===== src/rtl/lgn_sequencer.sv =====
// Input-side sequencer for the LGN classifier: streams image bytes into the
// datapath shift register, waits for it to settle, then scans category sums for the winner.
module lgn_sequencer #(
   parameter int unsigned BYTES         = 98,
   parameter int unsigned SETTLE_CYCLES = 4,
   parameter int unsigned CATEGORIES    = 10,
   parameter int unsigned SUM_W         = 10
) (
   input  logic             clk,
   input  logic             reset,
   input  logic             in_valid,
   input  logic [7:0]       in_data,
   output logic             in_ready,
   input  logic             flush,
   output logic             shift_en,
   output logic [7:0]       shift_data,
   output logic [3:0]       cat_sel,
   input  logic [SUM_W-1:0] cat_sum,
   output logic             result_valid,
   input  logic             result_ready,
   output logic [3:0]       result_index,
   output logic [SUM_W-1:0] result_value,
   output logic             busy
);

   localparam int unsigned BCW = $clog2(BYTES + 1);

   typedef enum logic [1:0] {
      S_LOAD,
      S_SETTLE,
      S_SCAN,
      S_DONE
   } state_e;

   state_e             state_q, state_d;
   logic [BCW-1:0]     byte_cnt_q, byte_cnt_d;
   logic [3:0]         settle_cnt_q, settle_cnt_d;
   logic [3:0]         scan_idx_q, scan_idx_d;
   logic [3:0]         best_idx_q, best_idx_d;
   logic [SUM_W-1:0]   best_val_q, best_val_d;

   always_ff @(posedge clk) begin
      if (reset) begin
         state_q      <= S_LOAD;
         byte_cnt_q   <= '0;
         settle_cnt_q <= '0;
         scan_idx_q   <= '0;
         best_idx_q   <= '0;
         best_val_q   <= '0;
      end else begin
         state_q      <= state_d;
         byte_cnt_q   <= byte_cnt_d;
         settle_cnt_q <= settle_cnt_d;
         scan_idx_q   <= scan_idx_d;
         best_idx_q   <= best_idx_d;
         best_val_q   <= best_val_d;
      end
   end

   always_comb begin
      state_d      = state_q;
      byte_cnt_d   = byte_cnt_q;
      settle_cnt_d = settle_cnt_q;
      scan_idx_d   = scan_idx_q;
      best_idx_d   = best_idx_q;
      best_val_d   = best_val_q;
      in_ready     = 1'b0;
      shift_en     = 1'b0;
      cat_sel      = '0;
      result_valid = 1'b0;
      busy         = 1'b0;

      case (state_q)
         S_LOAD: begin
            in_ready = 1'b1;
            shift_en = in_valid & ~flush;
            // flush wins over a coincident byte, which is dropped
            if (flush) begin
               byte_cnt_d = '0;
            end else if (in_valid) begin
               if (byte_cnt_q == BCW'(BYTES - 1)) begin
                  state_d      = S_SETTLE;
                  byte_cnt_d   = '0;
                  settle_cnt_d = '0;
               end else begin
                  byte_cnt_d = byte_cnt_q + 1'b1;
               end
            end
         end
         S_SETTLE: begin
            busy = 1'b1;
            if (settle_cnt_q == 4'(SETTLE_CYCLES - 1)) begin
               state_d    = S_SCAN;
               scan_idx_d = '0;
            end else begin
               settle_cnt_d = settle_cnt_q + 1'b1;
            end
         end
         S_SCAN: begin
            busy    = 1'b1;
            cat_sel = scan_idx_q;
            // strict compare so ties keep the lowest index
            if (scan_idx_q == '0) begin
               best_val_d = cat_sum;
               best_idx_d = '0;
            end else if (cat_sum > best_val_q) begin
               best_val_d = cat_sum;
               best_idx_d = scan_idx_q;
            end
            if (scan_idx_q == 4'(CATEGORIES - 1)) begin
               state_d = S_DONE;
            end else begin
               scan_idx_d = scan_idx_q + 1'b1;
            end
         end
         S_DONE: begin
            result_valid = 1'b1;
            if (result_ready) begin
               state_d = S_LOAD;
            end
         end
         default: state_d = S_LOAD;
      endcase

      if (reset) begin
         in_ready     = 1'b0;
         shift_en     = 1'b0;
         result_valid = 1'b0;
         busy         = 1'b0;
      end
   end

   assign shift_data   = in_data;
   assign result_index = best_idx_q;
   assign result_value = best_val_q;

endmodule

===== config.mk =====
export PLATFORM = sky130hd
export DESIGN_NAME = lgn_sequencer
export DESIGN_NICKNAME = d
export VERILOG_FILES = /design/src/rtl/lgn_sequencer.sv
export SDC_FILE = /design/constraint.sdc
export NUM_CORES = 1
export LEC_CHECK = 0
export BUFFER_PORTS_ARGS = -buffer_cell sky130_fd_sc_hd__buf_4
export CAP_MARGIN = 20
export CELL_PAD_IN_SITES_DETAIL_PLACEMENT = 1
export CELL_PAD_IN_SITES_GLOBAL_PLACEMENT = 2
export CORE_MARGIN = 2
export CORE_UTILIZATION = 31
export CTS_CLUSTER_SIZE = 25
export DETAILED_ROUTE_END_ITERATION = 10
export HOLD_SLACK_MARGIN = 0.1
export PLACE_DENSITY = 0.89
export SLEW_MARGIN = 25
export SYNTH_ARGS = -nofsm -noshare
export SYNTH_HDL_FRONTEND = slang
export SYNTH_SLANG_ARGS = --single-unit

===== constraint.sdc =====
create_clock -name clk -period 2.5 [get_ports clk]
set_input_delay 0.375 -clock clk [delete_from_list [all_inputs] [get_ports clk]]
set_output_delay 0.375 -clock clk [all_outputs]
set_load 0.01 [all_outputs]

# Yosys cells after proc, flatten, opt, wreduce, memory -nomap -nowiden

Cells that the tools add are included.

Bitwise logic cells: 2
Mux-type cells: 31
$lt $le $gt $ge: 1
Equality and inequality tests: 14
Reductions and logical operators: 12
Add/subtract/negate cells: 3

Operator list:

| cell                  | count |
|---|---|
| $mux W4               | 9 |
| $mux W7               | 3 |
| $mux W10              | 2 |
| $ne A2 B2 Y1 const B  | 8 |
| $pmux W4 S2           | 2 |
| $mux W2               | 6 |
| $gt A10 B10 Y1        | 1 |
| $add A4 B1 Y4 const B | 2 |
| $mux W1               | 8 |
| $pmux W2 S4           | 1 |
| $reduce_bool A2 Y1    | 4 |
| $add A7 B1 Y7 const B | 1 |
| $eq A7 B7 Y1 const B  | 1 |
| $reduce_and A6 Y1     | 1 |
| $reduce_and A5 Y1     | 1 |
| $eq A2 B2 Y1 const B  | 2 |
| $eq A4 B2 Y1 const B  | 1 |
| $eq A4 B4 Y1 const B  | 1 |
| $logic_not A4 Y1      | 1 |
| $reduce_and A2 Y1     | 2 |
| $reduce_and A3 Y1     | 1 |
| $eq A2 B1 Y1 const B  | 1 |
| $logic_not A2 Y1      | 1 |
| $reduce_or A2 Y1      | 1 |
| other kinds (2)       | 2 |

Flip-flop bits (word level): 31
Output and inout port bits: 30
Logic and storage cells: 69
Input port bits: 23

# Longest topological paths before layout

Depth in word-level cells: 5
Depth in mapped cells: 8
Mapped depth without buffers: 7

# Least setup slack after synthesis

Ideal clock, no wire load.

Path kind: flip-flop to flip-flop
Start point: register best_val_q[3], in the netlist result_value[3]
End point: register best_idx_q[2], in the netlist result_index[2]
Arrival: 1.890 ns
Period minus slack after synthesis: 2.009 ns
Setup slack: 0.491 ns
Required time: 2.381 ns
Setup time: 0.119 ns
Path buffers: 1
Stages on the path, launching flop included: 9
Cells stage by stage: dfxtp_1 > inv_1 > ha_1 > a21o_1 > a21o_1 > a2111oi_4 > o21ai_2 > buf_6 > mux2i_1

Cells in the longest elaborated chain, start to end: 3

RTL lines:

| what                         | line | text |
|---|---|---|
| start: declaration           | 40   | `logic [SUM_W-1:0] best_val_q, best_val_d;` |
| start signal: assignment     | 56   | `best_val_q <= best_val_d;` |
| $gt A10 B10 Y1               | 106  | `end else if (cat_sum > best_val_q) begin` |
| $reduce_bool A2 Y1 (no line) | n/a  |  |
| $reduce_and A2 Y1 (no line)  | n/a  |  |
| end signal: assignment       | 55   | `best_idx_q <= best_idx_d;` |
| end: declaration             | 39   | `logic [3:0] best_idx_q, best_idx_d;` |

No other way between the ends.
A chain may end at the register's enable or synchronous reset.

# Worst setup path after layout

Start point: register best_val_q[5], in the netlist result_value[5]
End point: register best_val_q[5], in the netlist result_value[5]

Cells in the longest elaborated chain, start to end: 3

RTL lines:

| what                         | line |
|---|---|
| $gt A10 B10 Y1               | 106 |
| $reduce_bool A2 Y1 (no line) | n/a |
| $reduce_and A2 Y1 (no line)  | n/a |

No other way between the ends.

==> out/qor.yml <==
outcome:
  status: "finished, final reports clean"
flow_run:
  cap_violations: 0
global_route:
  grt-ovfl-total: 0
  grt_pass1_wl_mm: 7.700
  grt.total_usage_pct: 13.25
  grt_max_degree: 41
  first_global_vias: 1691
  grt_antenna_before_repair: 0
setup_path:
  cp_top_family: "compound AO/OA/AOI/OAI gates"
  crit_start: "result_value[5]"
  startpoint_type: "flip-flop"
  cp_slowest_cell: "o21ai_4"
  critPathMaxFanout: 13
  cp-endpoint: "result_value[5]"
  r2r-end: "result_value[5]"
  crit_path_cell_trace: "inv_1 -> ha_1 -> nand4_1 -> a211oi_2 -> a2111oi_4 -> o21ai_4 -> mux2i_1"
  rrSetupSlack_ns: 0.33
  rr_worst_depth: 7
  required_ns: 2.70
  worstSetupPathDepth: 7
  critical_path_class: "flip-flop to flip-flop"
  crit_buf_inv: 1
  crit_arrival_ns: 2.37
  cp-end-kind: "flip-flop"
  regToRegStartpoint: "result_value[5]"
  max_stage_delay_ns: 0.50
clock_tree:
  cts_tree: "yes"
  cts_resized: 0
  cts_hold_buffers: 0
  clock_latency_ns: 0.28
  clock_path_buffers: 2
  cts_htree_levels: 2
  cts_root_buffer: "clkbuf_8"
  numCtsBuffers: 5
  clkSlewWorstSetupHoldPaths_ns: 0.07
  cts.sinks: 31
  postCtsSetupRepairBufs: 0
layout:
  antenna_cells: 0
  final_nets: 305
  n_fill_cell: 774
  post-route-util_pct: 38.31
  area_growth_pct: 19.91
  fin_area_um2: 2419
  drive_gt1_share_pct: 18.63
yosys:
  syn_area_per_cell_um2: 8.656
  yosys.area.top_type: "dfxtp_1"
  synth_cells: 233
  yosys-top-cells-area: "dfxtp_1 (31%), ha_1 (12%), nand2b_1 (9.3%)"
  ys_types: 39
  ys_seq_elements: 31
  synth_top_area_share_pct: 30.77
  syn_area_um2: 2017
  synth_fp_nets: 276
  yosys_warnings: 0
  ys_seq_area_share_pct: 30.77
route:
  drc: 0
  wl_per_cell_um: 13.06
  vias_per_cell: 4.841
  detail_route.wirelength_mm: 4.439
  ant_nets: 0
  initialDrtViolationCount: 45
  firstDrtPassIters: 4
  num_vias: 1646
placed_design:
  portBuffers: 36
  place_area_um2: 2293
  gp_congestion: 0.6975
  dp_hpwl_mm: 3.319
floorplanning:
  die_h_um: 84.66
  core_area_um2: 6314
  die-area_um2: 7167
  die_x_um: 84.66
  std_cell_rows: 29
  io_pins: 53
  start_util_pct: 31.95
sta:
  tightest_slew_ns: 0.5624
  max_freq_mhz: 460.4
  final_hold_viol_count: 0
  setup_viol: 0
  relSlewSlack_pct: 62.37
  fin_skew_ns: 0.008028
  post-route-period-util_pct: 86.88
  fin_crit_ns: 2.172
  holdWs_ns: 0.3750
  rsz0062_at_grt: "no"
  setup-tns-final_ns: 0
  slew_viol_final: 0
worst_hold_path:
  hp-class: "input pin to flip-flop"
pwr:
  ir_drop_mv: 0.2643
  p_per_area_nw_per_um2: 613.6
  leakagePower_nw: 0.9425
## routing by layer
layer | GRT usage [%] | vias up | part of all wire (%)
li1 | - | 842 | -
met5 | 0 | - | 0
met3 | 3.933 | 4 | 4.2
met1 | 16.76 | 775 | 48
met2 | 21.26 | 25 | 47
met4 | 5.051 | 0 | 0.88
## metrics by stage
stage	worst slack, ns	total power, mW	instances
floorplan	0.4907	0.8706	233
global placement	0.06297	0.9673	332
detailed placement	0.01591	0.9770	332
CTS	0.07119	1.509	340
global route	0.09159	1.592	340
finish	0.3281	1.484	340
## worst register-to-register path: stages, from the launching register on
cell and delay (ns):
dfxtp_1 0.37, inv_1 0.06, ha_1 0.33, nand4_1 0.18, a211oi_2 0.30, a2111oi_4 0.11, o21ai_4 0.50, mux2i_1 0.27
## sequential cells by signal, summed over array words and instances (netlist names)
register      flops
state_q           2
scan_idx_q        4
byte_cnt_q        7
result_index      4
result_value     10
settle_cnt_q      4
## report_power, final
group | internal [mW] | total (mW) | switching, mW
sequential | 0.528 | 0.565 | 0.0375
clock | 0.323 | 0.520 | 0.197
combinational | 0.175 | 0.399 | 0.224
total | 1.03 | 1.48 | 0.458
## synthesized netlist by cell type
cell / number
o21a_1: 1
clkbuf_1: 5
a211oi_2: 2
xor2_1: 5
o21ai_2: 1
o211ai_1: 1
or4_1: 1
o31ai_1: 2
nor2_1: 22
a21o_1: 3
buf_4: 8
nor2b_1: 6
and2_1: 4
a21oi_1: 10
dfxtp_1: 31
a211oi_1: 3
or2_2: 1
and3b_1: 1
buf_6: 1
o21ai_0: 4
nand2b_1: 30
nand3b_1: 4
o41a_1: 1
and4b_1: 1
or3b_1: 1
nand4_1: 5
o32ai_1: 2
nand3_1: 3
mux2i_1: 14
a2111oi_4: 1
a31oi_1: 1
nor3b_1: 1
nand2_1: 8
o21bai_1: 1
nor3_1: 6
ha_1: 20
xnor2_1: 4
or3_1: 1
inv_1: 17
## logic make-up (layout without fill, tap and decap cells)
family	count (synthesis)	count (layout)	synth area share, %
simple gates	95	95	25.99
compound gates	33	33	12.35
flops	31	31	30.77
buf+inv	31	61	7.630
fa+ha+maj	20	20	12.41
mux	14	14	6.948
xor+xnor	9	9	3.908
## cells in the final DEF (no fill, tap or decap), types with 5 or more instances in the layout
cell type and count:
nor2b_1 6, ha_1 20, xor2_1 5, clkbuf_8 6, inv_1 17, nor3_1 6, a21oi_1 10, nand4_1 5
dfxtp_1 31, buf_4 36, nand2_1 8, nor2_1 22, nand2b_1 30, mux2i_1 14
## final cells by class
cell class	count	area, µm²	area share, %
Clock inverter	2	35.03	1.449
Timing Repair Buffer	36	270.3	11.17
Inverter	17	63.81	2.638
Clock buffer	6	82.58	3.414
Tap cell	77	96.34	3.983
Multi-Input combinational cell	171	1250	51.68
Sequential cell	31	620.6	25.66
## how the worst min path moves through the flow
stage                               start         endpoint  depth (start not counted)
final                          cat_sum[8]  result_value[8]                          3
after global routing           cat_sum[7]  result_value[7]                          3
after CTS                      cat_sum[6]  result_value[6]                          3
after detailed placement  result_index[2]  result_index[2]                          2
after global placement    result_index[2]  result_index[2]                          2
after floorplan             byte_cnt_q[6]    byte_cnt_q[6]                          2
No activity file was read; power rests on OpenSTA's default activity.
